<file path="src/rtl/arb_pkg.sv">
// rtl/arb_pkg.sv - shared types, default widths and helpers for the round-robin resource pool
package arb_pkg;

    typedef enum logic {
        SLOT_IDLE = 1'b0,
        SLOT_BUSY = 1'b1
    } slot_state_e;

    // Ceiling log2, clamped to 1 so index fields never collapse to zero width.
    function automatic int clog2(input int n);
        int r;
        r = 0;
        for (int i = 0; i < 32; i++) begin
            if ((1 << r) < n) r++;
        end
        return (r < 1) ? 1 : r;
    endfunction

    function automatic int wrap_inc(input int i, input int n);
        return (i + 1 >= n) ? 0 : i + 1;
    endfunction

    localparam int DEF_PORTS_N = 8;
    localparam int DEF_GNTS_N  = 2;
    localparam int DEF_PORT_W  = clog2(DEF_PORTS_N);
    localparam int DEF_GNTS_W  = clog2(DEF_GNTS_N);

endpackage

</file>
<file path="src/rtl/rr_pick.sv">
// rtl/rr_pick.sv - combinational rotating first-one finder starting at a pointer
module rr_pick #(
    parameter int N = 8,
    parameter int W = 3
) (
    input  logic [N-1:0] vec_in,
    input  logic [W-1:0] start_in,
    output logic [N-1:0] pick_out,
    output logic [W-1:0] idx_out,
    output logic         valid_out
);

    logic [W:0] pos;

    always_comb begin
        pick_out  = '0;
        idx_out   = '0;
        valid_out = 1'b0;
        pos       = '0;
        for (int i = 0; i < N; i++) begin
            pos = {1'b0, start_in} + (W+1)'(i);
            if (pos >= (W+1)'(N)) pos = pos - (W+1)'(N);
            if (!valid_out && vec_in[pos[W-1:0]]) begin
                valid_out             = 1'b1;
                pick_out[pos[W-1:0]]  = 1'b1;
                idx_out               = pos[W-1:0];
            end
        end
    end

endmodule

</file>
<file path="src/rtl/arb_rr_pool.sv">
// rtl/arb_rr_pool.sv - multi-grant round-robin arbiter sharing a pool of resources
module arb_rr_pool
    import arb_pkg::*;
#(
    parameter int PORTS_N  = DEF_PORTS_N,
    parameter int GNTS_N   = DEF_GNTS_N,
    parameter int GNTS_W   = DEF_GNTS_W,
    parameter int PORT_W   = DEF_PORT_W,
    parameter int HOLD_MAX = 0
) (
    input  logic                      clk,
    input  logic                      reset,
    input  logic [PORTS_N-1:0]        req_in,
    output logic [PORTS_N-1:0]        gnt_out,
    output logic [PORTS_N*GNTS_W-1:0] gnt_id_out,
    output logic [PORTS_N-1:0]        preempt_out,
    output logic [GNTS_N-1:0]         busy_out,
    output logic                      full_out
);

    localparam int HOLD_W = (HOLD_MAX > 0) ? clog2(HOLD_MAX + 1) : 1;

    slot_state_e               state_q  [GNTS_N];
    slot_state_e               state_d  [GNTS_N];
    logic [PORT_W-1:0]         owner_q  [GNTS_N];
    logic [PORT_W-1:0]         owner_d  [GNTS_N];
    logic [HOLD_W-1:0]         hold_q   [GNTS_N];
    logic [HOLD_W-1:0]         hold_d   [GNTS_N];
    logic [PORT_W-1:0]         rr_ptr_q, rr_ptr_d;
    logic [PORTS_N-1:0]        gnt_q, gnt_d;
    logic [PORTS_N*GNTS_W-1:0] gnt_id_q, gnt_id_d;
    logic [PORTS_N-1:0]        preempt_q, preempt_d;

    logic [PORTS_N-1:0] cand     [GNTS_N];
    logic [PORTS_N-1:0] pick_oh  [GNTS_N];
    logic [PORT_W-1:0]  pick_idx [GNTS_N];
    logic               pick_vld [GNTS_N];

    // Each stage sees the candidates left after earlier stages, so picks come out in scan order.
    assign cand[0] = req_in & ~gnt_q;

    for (genvar g = 0; g < GNTS_N; g++) begin : g_pick
        rr_pick #(.N(PORTS_N), .W(PORT_W)) u_pick (
            .vec_in    (cand[g]),
            .start_in  (rr_ptr_q),
            .pick_out  (pick_oh[g]),
            .idx_out   (pick_idx[g]),
            .valid_out (pick_vld[g])
        );
        if (g + 1 < GNTS_N) begin : g_mask
            assign cand[g+1] = cand[g] & ~pick_oh[g];
        end
    end

    always_ff @(posedge clk or posedge reset) begin
        if (reset) begin
            for (int s = 0; s < GNTS_N; s++) begin
                state_q[s] <= SLOT_IDLE;
                owner_q[s] <= '0;
                hold_q[s]  <= '0;
            end
            rr_ptr_q  <= '0;
            gnt_q     <= '0;
            gnt_id_q  <= '0;
            preempt_q <= '0;
        end else begin
            for (int s = 0; s < GNTS_N; s++) begin
                state_q[s] <= state_d[s];
                owner_q[s] <= owner_d[s];
                hold_q[s]  <= hold_d[s];
            end
            rr_ptr_q  <= rr_ptr_d;
            gnt_q     <= gnt_d;
            gnt_id_q  <= gnt_id_d;
            preempt_q <= preempt_d;
        end
    end

    logic               waiting;
    logic               pre_done;
    logic               any_grant;
    logic [GNTS_W:0]    k;
    logic [PORT_W-1:0]  last_idx;
    logic [PORT_W-1:0]  pre_port;

    // Release, preemption and allocation all look only at pre-edge state; a slot freed
    // on this edge is still IDLE-in-waiting and cannot be handed out until the next one.
    always_comb begin
        state_d   = state_q;
        owner_d   = owner_q;
        hold_d    = hold_q;
        rr_ptr_d  = rr_ptr_q;
        gnt_id_d  = gnt_id_q;
        preempt_d = '0;
        gnt_d     = '0;
        pre_done  = 1'b0;
        any_grant = 1'b0;
        k         = '0;
        last_idx  = '0;
        pre_port  = '0;
        waiting   = |(req_in & ~gnt_q);
        for (int s = 0; s < GNTS_N; s++) begin
            if (state_q[s] == SLOT_BUSY) begin
                if (!req_in[owner_q[s]]) begin
                    state_d[s] = SLOT_IDLE;
                end else if ((HOLD_MAX > 0) && (hold_q[s] == HOLD_W'(HOLD_MAX))
                             && waiting && !pre_done) begin
                    state_d[s]             = SLOT_IDLE;
                    preempt_d[owner_q[s]]  = 1'b1;
                    pre_done               = 1'b1;
                    pre_port               = owner_q[s];
                end else if (hold_q[s] != HOLD_W'(HOLD_MAX)) begin
                    hold_d[s] = hold_q[s] + HOLD_W'(1);
                end
            end else if ((k < (GNTS_W+1)'(GNTS_N)) && pick_vld[k[GNTS_W-1:0]]) begin
                state_d[s] = SLOT_BUSY;
                owner_d[s] = pick_idx[k[GNTS_W-1:0]];
                hold_d[s]  = '0;
                gnt_id_d[pick_idx[k[GNTS_W-1:0]]*GNTS_W +: GNTS_W] = GNTS_W'(s);
                last_idx   = pick_idx[k[GNTS_W-1:0]];
                any_grant  = 1'b1;
                k          = k + 1'b1;
            end
        end
        if (any_grant) rr_ptr_d = PORT_W'(wrap_inc(int'(last_idx), PORTS_N));
        // A preemption restarts the scan just past the evicted owner, overriding the grant pointer.
        if (pre_done)  rr_ptr_d = PORT_W'(wrap_inc(int'(pre_port), PORTS_N));
        for (int s = 0; s < GNTS_N; s++) begin
            if (state_d[s] == SLOT_BUSY) gnt_d[owner_d[s]] = 1'b1;
        end
    end

    always_comb begin
        busy_out = '0;
        for (int s = 0; s < GNTS_N; s++) begin
            busy_out[s] = (state_q[s] == SLOT_BUSY);
        end
        full_out    = &busy_out;
        gnt_out     = gnt_q;
        gnt_id_out  = gnt_id_q;
        preempt_out = preempt_q;
    end

endmodule

</file>
<file path="config.mk">
export PLATFORM = sky130hd
export DESIGN_NAME = arb_rr_pool
export DESIGN_NICKNAME = d
export VERILOG_FILES = /design/src/rtl/arb_pkg.sv /design/src/rtl/rr_pick.sv /design/src/rtl/arb_rr_pool.sv
export SDC_FILE = /design/constraint.sdc
export NUM_CORES = 1
export LEC_CHECK = 0
export CAP_MARGIN = 10
export CORE_ASPECT_RATIO = 0.8
export CORE_MARGIN = 1
export CORE_UTILIZATION = 30
export DETAILED_ROUTE_END_ITERATION = 12
export GPL_TIMING_DRIVEN = 0
export HOLD_SLACK_MARGIN = 0.08
export PLACE_DENSITY = 0.54
export SYNTH_ARGS = -nofsm -noshare
export SYNTH_HDL_FRONTEND = slang
export SYNTH_SLANG_ARGS = --single-unit
export TNS_END_PERCENT = 5
</file>
<file path="constraint.sdc">
create_clock -name clk -period 5.2 [get_ports clk]
set_clock_uncertainty 0.15 [all_clocks]
set_input_delay 1.3 -clock clk [delete_from_list [all_inputs] [get_ports clk]]
set_output_delay 1.3 -clock clk [all_outputs]
set_load 0.1 [all_outputs]
</file>
Word-level counts from Yosys, hierarchy flattened
Index checks and enable logic that the tools add are counted.
{ "totals": {"regBits": 27, "inputBits": 10, "out_inout_bits": 27, "wordCells": 253} }
{ "op_classes": {"n_addsub": 18, "order_cmp": 33, "n_shift": 4, "n_mux": 138, "bitwise": 13, "n_reduce_logical": 40} }
{ "op_table": {"columns": ["op", "n"], "rows": [
  ["2-to-1 mux 8 bit", 14],
  ["2-to-1 mux 3 bit", 36],
  ["negation 3 -> 34 bit", 2],
  ["variable shift 1 x 34 -> 8 bit (first input constant)", 2],
  ["indexed part select 1 x 34 -> 8 bit (first input constant)", 2],
  ["bitwise OR 8 bit", 8],
  ["2-to-1 mux 1 bit", 57],
  ["binary-select mux 1 bit (select 3 bit)", 18],
  ["< comparator 3 x 4 -> 1 bit (second input constant)", 12],
  [">= comparator 4 bit (second input constant)", 8],
  ["demux 1 bit (select 3 bit)", 10],
  [">= comparator 3 x 1 -> 1 bit (second input constant)", 10],
  ["logical AND 1 bit", 25],
  ["subtractor 3 x 1 -> 3 bit (second input constant)", 8],
  ["adder 3 x 3 -> 4 bit (second input constant)", 4],
  ["bitwise AND 8 bit", 2],
  ["bitwise mux 8 bit", 2],
  ["NOT 8 bit", 2],
  ["zero test 1 bit", 14],
  ["adder 3 x 1 -> 4 bit (second input constant)", 2],
  ["adder 3 x 2 -> 4 bit (second input constant)", 2],
  [">= comparator 3 x 4 -> 1 bit (second input constant)", 1],
  [">= comparator 2 bit (second input constant)", 1],
  ["< comparator 2 bit (second input constant)", 1],
  ["3 further kinds", 3]
]} }

Logic depth before layout (Yosys ltp)
Gate-level depths: netlist (run 1).
{ "logic_depth": {"depth_word": 64, "ltp_mapped": 21} }

Hierarchy
A second synthesis (run 1) with hierarchy kept.
{ "unflattened": {"cells_unflattened": 483, "hier_area_um2": 4187.8} }
{ "by_module_without_submodules": {"columns": ["mod", "n_inst", "cells_each", "area_each_um2"], "rows": [
  ["arb_rr_pool", 1, 218, 1910.6],
  ["rr_pick (g_pick[1].u_pick)", 1, 140, 1148.6],
  ["rr_pick (g_pick[0].u_pick)", 1, 125, 1128.6]
]} }

Least setup slack after synthesis (run 1)
Ideal clock, no wire load.
{ "synth_timing": {"kind": "in2reg", "start": "input port req_in[1]", "end": "register gnt_id_q[4] (netlist: gnt_id_out[4])", "setup_time_ps": 83, "t_arrival_ps": 5511, "setup_slack_ps": -544, "cell_stages": 17, "n_path_buf": 1, "path_cell_list": "nor2b_1 mux2_2 mux4_2 nor4_2 nand3_1 and4_1 a31oi_1 and2_1 clkbuf_1 nand4_1 or2_0 a31o_4 ha_1 ha_1 nand2_1 or4_1 o21ai_0"} }
{ "synth_via": {"elab_chain_cells": 59, "elab_cells_between_ends": 133} }
{ "synth_lines": {"columns": ["item", "line", "rtl"], "rows": [
  ["from (decl)", "arb_rr_pool.sv:13", "input logic [PORTS_N-1:0] req_in,"],
  ["bitwise AND 8 bit (*)", null, null],
  ["binary-select mux 1 bit (select 3 bit)", "rr_pick.sv:23", "if (!valid_out && vec_in[pos[W-1:0]]) begin"],
  ["2-to-1 mux 1 bit (not written as such)", "rr_pick.sv:23", null],
  ["2-to-1 mux 1 bit", "rr_pick.sv:23", null],
  ["zero test 1 bit", "rr_pick.sv:23", null],
  ["logical AND 1 bit", "rr_pick.sv:23", null],
  ["2-to-1 mux 1 bit", "rr_pick.sv:23", null],
  ["zero test 1 bit", "rr_pick.sv:23", null],
  ["[... 42 more ...]", null, null],
  ["2-to-1 mux 3 bit", "rr_pick.sv:23", null],
  ["2-to-1 mux 3 bit (not written as such) (3 in series)", "arb_rr_pool.sv:119", "gnt_id_d[pick_idx[k[GNTS_W-1:0]]*GNTS_W +: GNTS_W] = GNTS_W'(s);"],
  ["negation 3 -> 34 bit", "arb_rr_pool.sv:119", null],
  ["indexed part select 1 x 34 -> 8 bit / variable shift 1 x 34 -> 8 bit (equally long branches)", "arb_rr_pool.sv:119", null],
  ["bitwise mux 8 bit", "arb_rr_pool.sv:119", null],
  ["2-to-1 mux 8 bit", "arb_rr_pool.sv:115", "end else if ((k < (GNTS_W+1)'(GNTS_N)) && pick_vld[k[GNTS_W-1:0]]) begin"],
  ["2-to-1 mux 8 bit (*)", "arb_rr_pool.sv:103", "if (state_q[s] == SLOT_BUSY) begin"],
  ["named net gnt_id_d[4]", "arb_rr_pool.sv:31", "logic [PORTS_N*GNTS_W-1:0] gnt_id_q, gnt_id_d;"],
  ["to (signal assigned)", "arb_rr_pool.sv:74", "gnt_id_q <= gnt_id_d;"],
  ["to (decl)", "arb_rr_pool.sv:31", null]
]} }
Mark *: on every way through the listed nets, which the timed path passes. The rest lies on a longest branch. The select of a mux whose other input is x is not followed.
A chain may end at the register's enable or synchronous reset.

Worst setup path in the final report (run 1)
{ "layout_timing": {"start": "input port req_in[0]", "end": "register gnt_id_q[3] (netlist: gnt_id_out[3])"} }
Same word-level chain as after synthesis.

==> impl_results.md, run 1 <==
- Setup TNS: -4187 ps
- Hold bufs inserted after CTS: 0
- Crit path required time: 5190 ps
- Global-route wire length before repair: 21070 um
- Clock transition at the register clock pins on the worst setup and hold paths after CTS: 70 ps
- Hold crit path type: reg -> reg
- RSZ-0062 raised after global routing: yes
- DRC Markers: 0
- Layout-stage area growth over the synthesis result: 37.03%
- Vias: 4090
- Total congestion overflow: 0
- Worst Hold Slack: 364.9 ps
- CTS HTree Levels: 1
- Yosys Warn Count: 0
- CP cell instances: buf_6, or3b_4, and2_4, mux4_2, and4_4, a211o_1, or4_4, a32oi_4, buf_6, nor3_2, and3_4, o31ai_4, a31o_4, ha_4, ha_4, buf_4, buf_4, nand3_1, o21ai_1
- Worst stage delay on the critical path: 530 ps
- Via density: 6.114
- Library cells used by synthesis: 77
- DP Cell Count: 625
- Buf+Inv Stages, Crit Path: 4
- Initial antenna violation count: 0
- IO Port Bufs: 28
- Slowest-stage cell, CP: sky130_fd_sc_hd__mux4_2
- Period utilisation layout: 106.4%
- Largest net degree at the start of global routing: 28
- Vias in the first global route: 3878
- Min Clock Period, post-route: 5531 ps
- CP Capture Type: register
- Post-Syn Area per Cell: 8.317 sq um
- Proportion of layout cells with a drive suffix above 1: 36.08%
- Area share of the leading cell type in the synthesized netlist: 18.38%
- Drt wl/cell: 20.50 um
- HPWL after detailed placement: 10080 um
- Die Outline Area: 12700 sq um
- Register bit count reported by yosys: 27
- CP Launch Type: input port
- Final Worst Setup Slack: -330.9 ps
- Endpoints failing setup: 19
- Run status: complete, but fails checks
- Critical Path Fanout Max: 5
- Failing checks: setup timing
- Standard cell core area: 11740 sq um
- Cell taking the most area after synthesis: sky130_fd_sc_hd__dfrtp_1
- Commonest register cell after synthesis: sky130_fd_sc_hd__dfrtp_1
- Fmax: 180.8 MHz
- Die boundary width: 125.8 um
- Count of flip-flops with a built-in enable after synthesis: 0
- Final number of hold-violating endpoints: 0
- Area of the mapped netlist: 3676 sq um
- Count of clock tree sinks: 27
- Final estimated routing congestion in global placement: 0.9017
- Number of max-cap violations: 0
- Data arrival time of the worst path: 5520 ps
- Filler-free cell count of the finished design: 669
- Setup slack after placement: -1406 ps
- Async S/R FF share, synth: 100.0%
- Most area-consuming cells after synthesis: sky130_fd_sc_hd__dfrtp_1, sky130_fd_sc_hd__mux4_2, sky130_fd_sc_hd__ha_1
- Cell at the root of the clock tree: sky130_fd_sc_hd__clkbuf_16
- Effective utilization at floorplan: 31.32%
- Classification of the worst setup path: in -> reg
- First DRT Iteration DRCs: 385
- Kind of cell with the highest combined delay on the critical path: simple AND/OR/NAND/NOR gates
- Remaining max-slew budget at the tightest pin: 32.37%
- Portion of the post-synthesis area used by sequential elements: 18.38%
- Total track usage: 21.10%
- TritonCTS clock tree: built
- Number of diodes added for antenna fixing: 0
- Inserted Clock Buffers: 3
- Total number of placement rows: 35
- Number of ports placed on the die boundary: 37
- Layout net count: 547
- Worst-Skew Late Latency: 260 ps
- Router iterations before antenna repair: 5
- Final number of max-transition violations: 0
- Die Ht: 101.0 um
- Routed Wire Length: 13720 um
- Synthesized instance count: 442
- Clock buffer depth: 2
- Detail Route Antenna Nets: 0
- Transition time at the pin with the least slew margin: 1013 ps
==> sequential cells by signal (all words and copies together), names as in the netlist <==
name,cells
gnt_out,8
owner_q,6
gnt_id_out,8
rr_ptr_q,3
busy_out,2
==> routing by layer <==
layer	global-route usage [%]	vias to the layer above	share of wire, %
li1	-	1856	-
met1	32.46	2010	48
met2	31.45	203	43
met3	2.389	21	6.9
met4	4.263	0	1.7
met5	0	-	0
==> worst reg2reg max path: stages, from the launching register on <==
cell and delay, ps:
sky130_fd_sc_hd__dfrtp_2 500, sky130_fd_sc_hd__inv_1 140, sky130_fd_sc_hd__buf_4 210, sky130_fd_sc_hd__buf_4 210
sky130_fd_sc_hd__ha_1 390, sky130_fd_sc_hd__mux4_2 360, sky130_fd_sc_hd__mux2_4 330, sky130_fd_sc_hd__and4_4 200
sky130_fd_sc_hd__a211o_1 270, sky130_fd_sc_hd__or4_4 530, sky130_fd_sc_hd__a32oi_4 360, sky130_fd_sc_hd__buf_6 150
sky130_fd_sc_hd__nor3_2 30, sky130_fd_sc_hd__and3_4 160, sky130_fd_sc_hd__o31ai_4 290, sky130_fd_sc_hd__a31o_4 240
sky130_fd_sc_hd__ha_4 150, sky130_fd_sc_hd__ha_4 200, sky130_fd_sc_hd__buf_4 140, sky130_fd_sc_hd__buf_4 140
sky130_fd_sc_hd__nand3_1 100, sky130_fd_sc_hd__o21ai_1 70
==> cells by family after synthesis <==
family | after synthesis | share of synthesized area, %
other | 1 | 0.1020
flip-flops | 27 | 18.38
adder cells (fa/ha/maj) | 15 | 5.106
AND/OR/NAND/NOR | 188 | 27.47
multiplexers | 35 | 16.47
buffers and inverters | 45 | 6.160
XOR/XNOR | 5 | 1.192
AO/OA/AOI/OAI | 126 | 25.12
==> cells in the final DEF (no fill, tap or decap), types with 4 or more instances in the layout <==
cell type,count
sky130_fd_sc_hd__a211oi_1,5
sky130_fd_sc_hd__a21oi_1,16
sky130_fd_sc_hd__a32o_1,4
sky130_fd_sc_hd__and2_1,8
sky130_fd_sc_hd__and3_4,5
sky130_fd_sc_hd__buf_2,5
sky130_fd_sc_hd__buf_4,47
sky130_fd_sc_hd__buf_6,10
sky130_fd_sc_hd__clkbuf_1,6
sky130_fd_sc_hd__clkdlybuf4s50_1,20
sky130_fd_sc_hd__conb_1,8
sky130_fd_sc_hd__dfrtp_1,26
sky130_fd_sc_hd__ha_1,11
sky130_fd_sc_hd__inv_1,11
sky130_fd_sc_hd__mux2i_1,8
sky130_fd_sc_hd__mux4_2,19
sky130_fd_sc_hd__nand2_1,32
sky130_fd_sc_hd__nand2_2,5
sky130_fd_sc_hd__nand2b_1,9
sky130_fd_sc_hd__nand3_1,15
sky130_fd_sc_hd__nand3_2,8
sky130_fd_sc_hd__nand3b_1,5
sky130_fd_sc_hd__nand4_1,8
sky130_fd_sc_hd__nor2_1,35
sky130_fd_sc_hd__nor2b_1,6
sky130_fd_sc_hd__nor2b_4,4
sky130_fd_sc_hd__nor3_1,4
sky130_fd_sc_hd__nor4_1,6
sky130_fd_sc_hd__o211ai_1,10
sky130_fd_sc_hd__o21ai_0,21
sky130_fd_sc_hd__o21ai_1,7
sky130_fd_sc_hd__o31ai_1,6
sky130_fd_sc_hd__o32ai_1,4
sky130_fd_sc_hd__or2_2,4
==> metrics by stage <==
stage | util, % | cell area (sq um)
detailed placement | 36.01 | 4227
global placement | 36.01 | 4227
CTS | 39.95 | 4688
global route | 42.92 | 5037
finish | 42.92 | 5037
floorplan | - | 3761
==> path summary, 6_finish.rpt <==
kind / from / endpoint / slack (ps) / cells after the start
min: gnt_id_out[2] / gnt_id_out[2] / 360 / 2
max in group asynchronous: reset / rr_ptr_q[1] / 2800 / 2
min reg2reg: gnt_id_out[2] / gnt_id_out[2] / 360 / 2
max reg2reg: rr_ptr_q[1] / gnt_id_out[3] / -240 / 21
max: req_in[0] / gnt_id_out[3] / -330 / 19
min in group asynchronous: reset / owner_q[0] / 1420 / 2
==> final cells by class <==
type,count,area [sq um]
well taps,148,185.2
plain buffers,27,196.4
clock buffers,3,75.07
clock inverters,1,8.758
repair buffers,69,589.3
multi-input cells,377,3232
fillers,1166,6699
flip-flops and latches,27,676.9
inverters,17,73.82
==> Yosys cell counts, types with 8 or more instances <==
cell type	number
sky130_fd_sc_hd__nand2_1	37
sky130_fd_sc_hd__nor2_1	37
sky130_fd_sc_hd__o21ai_0	30
sky130_fd_sc_hd__dfrtp_1	27
sky130_fd_sc_hd__nand3_1	23
sky130_fd_sc_hd__mux4_2	19
sky130_fd_sc_hd__a21oi_1	17
sky130_fd_sc_hd__ha_1	15
sky130_fd_sc_hd__inv_1	13
sky130_fd_sc_hd__nor2b_1	13
sky130_fd_sc_hd__clkbuf_1	11
sky130_fd_sc_hd__mux2i_1	11
sky130_fd_sc_hd__and2_1	10
sky130_fd_sc_hd__nand2b_1	10
sky130_fd_sc_hd__o211ai_1	10
sky130_fd_sc_hd__buf_4	9
sky130_fd_sc_hd__and3_1	8
sky130_fd_sc_hd__nand4_1	8
sky130_fd_sc_hd__nor3_1	8
==> repair_timing <==
action	CTS	global route
hold endpoints to repair	0	0
cloned	1	0
pin swaps	27	37
resized for setup	75	81
buffers inserted	24	16
endpoints found under the setup margin	26	22
Power of run 1 is left out: the tool's default activity adds up to more than one toggle a clock period on the data nets, which glitch-free logic cannot reach.
==> run 2, diff against run 1 <==
--- a/config.mk
+++ b/config.mk
@@ -7,7 +7,7 @@
 export LEC_CHECK = 0
 export CAP_MARGIN = 10
 export CORE_ASPECT_RATIO = 0.8
-export CORE_MARGIN = 1
+export CORE_MARGIN = 4
 export CORE_UTILIZATION = 30
 export DETAILED_ROUTE_END_ITERATION = 12
 export GPL_TIMING_DRIVEN = 0
==> constraint.sdc (replaced) <==
create_clock -name clk -period 5.2 [get_ports clk]
set_clock_uncertainty 0.15 [all_clocks]
set_input_delay 0.78 -clock clk [delete_from_list [all_inputs] [get_ports clk]]
set_output_delay 0.78 -clock clk [all_outputs]
set_load 0.1 [all_outputs]
==> impl_results.md, run 2 (same netlist as run 1, synthesis figures left out) <==
- First DRT Iteration DRCs: 423 (was 385)
- Setup TNS: 0 ps (was -4187 ps)
- Final number of max-transition violations: 0 (unchanged)
- Vias: 4011 (was 4090)
- Launch point of the critical path: req_in[0] (unchanged)
- Largest net degree at the start of global routing: 28 (unchanged)
- Run status: completed (was complete, but fails checks)
- Critical Path Fanout Max: 5 (unchanged)
- Number of max-cap violations: 0 (unchanged)
- Fmax: 196.0 MHz (was 180.8 MHz)
- Hold crit path type: reg -> reg (unchanged)
- Most frequent cells in the layout: sky130_fd_sc_hd__buf_4, sky130_fd_sc_hd__nor2_1, sky130_fd_sc_hd__nand2_1 (unchanged)
- Standard cell core area: 11740 sq um (unchanged)
- Layout-stage area growth over the synthesis result: 34.38% (was 37.03%)
- HPWL after detailed placement: 9964 um (was 10080 um)
- Min-Delay Startpoint: gnt_id_out[1] (was gnt_id_out[2])
- TritonCTS clock tree: built (unchanged)
- Router iterations before antenna repair: 5 (unchanged)
- Clock transition at the register clock pins on the worst setup and hold paths after CTS: 70 ps (about the same)
- Die boundary width: 131.8 um (was 125.8 um)
- Most frequent standard cell in the layout excluding fill and tap cells: sky130_fd_sc_hd__buf_4 (unchanged)
- Worst-Skew Late Latency: 260 ps (about the same)
- Number of ports placed on the die boundary: 37 (unchanged)
- Proportion of layout cells with a drive suffix above 1: 33.20% (was 36.08%)
- Total number of placement rows: 35 (unchanged)
- Total track usage: 18.58% (was 21.10%)
- Clock buffer depth: 2 (unchanged)
- CTS HTree Levels: 1 (unchanged)
- Final number of hold-violating endpoints: 0 (unchanged)
- Die Ht: 107.0 um (was 101.0 um)
- Worst Hold Slack: 364.9 ps (about the same)
- Classification of the worst setup path: in -> reg (unchanged)
- Period utilisation layout: 98.14% (was 106.4%)
- Die Outline Area: 14100 sq um (was 12700 sq um)
- Global-route wire length before repair: 21470 um (was 21070 um)
- Startpoint of the worst register-to-register path: rr_ptr_q[0] (was rr_ptr_q[1])
- Detail Route Antenna Nets: 0 (unchanged)
- Total congestion overflow: 0 (unchanged)
- Count of clock tree sinks: 27 (unchanged)
- Layout net count: 541 (was 547)
- IO Port Bufs: 28 (unchanged)
- CP Capture Type: register (unchanged)
- Effective utilization at floorplan: 31.32% (unchanged)
- Endpoints failing setup: 0 (was 19)
- Inserted Clock Buffers: 3 (unchanged)
- Min Clock Period, post-route: 5103 ps (was 5531 ps)
- Drt wl/cell: 20.37 um (was 20.50 um)
- CP Launch Type: input port (unchanged)
- Transition time at the pin with the least slew margin: 1050 ps (was 1013 ps)
- Cell at the root of the clock tree: sky130_fd_sc_hd__clkbuf_16 (unchanged)
- Via density: 6.050 (was 6.114)
- Final estimated routing congestion in global placement: 0.8968 (was 0.9017)
- Routed Wire Length: 13500 um (was 13720 um)
- Vias in the first global route: 3922 (was 3878)
- Number of diodes added for antenna fixing: 0 (unchanged)
- Data arrival time of the worst path: 5140 ps (was 5520 ps)
- DRC Markers: 0 (unchanged)
- Remaining max-slew budget at the tightest pin: 29.90% (was 32.37%)
- Crit path required time: 5240 ps (was 5190 ps)
- Final cell utilization of the core: 42.09% (was 42.92%)
- Hold bufs inserted after CTS: 0 (unchanged)
- Initial antenna violation count: 0 (unchanged)
## run 2: cell types whose count changed in the layout (fill, tap and decap cells not counted), sizes merged
cell           change
clkbuf             -1
buf                -8
clkdlybuf4s15      +1
clkinvlp           -1
dlygate4sd2        +3
## run 2: cell type report
type                            instances  area [sq um]
Fill cell                            1146          6797
Multi-Input combinational cell        377          3146
Sequential cell                        27         685.7
Timing Repair Buffer                   63         529.3
Buffer                                 27         237.7
Tap cell                              148         185.2
Clock buffer                            4         78.83
Inverter                               17         77.57
## run 2: per-layer routing
layer  global-route usage (%)  vias up  share of wire, %
met2                    27.78      204                43
met1                    27.58     1930                47
met3                    3.893       38               8.3
li1                         -     1839                 -
met5                        0        -                 0
met4                    3.823        0               2.1
## run 2: what timing repair did
item,4_1_cts,5_1_grt
buffers inserted,18,16
pin swaps,12,20
resized for setup,65,68
setup endpoints to repair,26,18
gates cloned,1,0
## run 2: critical path: stages
cell,delay (ps)
sky130_fd_sc_hd__buf_4,100
sky130_fd_sc_hd__or3b_4,400
sky130_fd_sc_hd__and2_4,190
sky130_fd_sc_hd__mux4_2,470
sky130_fd_sc_hd__buf_6,140
sky130_fd_sc_hd__and4_4,180
sky130_fd_sc_hd__a211o_1,320
sky130_fd_sc_hd__or4_4,460
sky130_fd_sc_hd__a32oi_4,340
sky130_fd_sc_hd__nor3_4,100
sky130_fd_sc_hd__o211ai_1,150
sky130_fd_sc_hd__o31ai_4,130
sky130_fd_sc_hd__a31o_4,280
sky130_fd_sc_hd__ha_4,180
sky130_fd_sc_hd__ha_4,290
sky130_fd_sc_hd__nand2_1,60
sky130_fd_sc_hd__or4_4,430
sky130_fd_sc_hd__o21ai_2,140
## run 2: path summary, 6_finish.rpt
path                       depth (start not counted)            end  slack (ps)
min in group asynchronous                          2  gnt_id_out[1]         930
hold / removal                                     2  gnt_id_out[1]         360
max in group asynchronous                          2     gnt_out[4]        3260
setup / recovery                                  18  gnt_id_out[4]         100
hold reg to reg                                    2  gnt_id_out[1]         360
setup reg to reg                                  18  gnt_id_out[4]         110
## run 2: per-stage QoR
step / setup WS [ps] / instance area (sq um) / std cells
after global routing: -29.21 / 4940 / 663
after global placement: -1038 / 4214 / 625
final: 96.65 / 4940 / 663
after floorplan: 6.663 / 3749 / 449
after CTS: 4.331 / 4643 / 647
after detailed placement: -1061 / 4214 / 625
Power of run 2 is left out for the same reason.
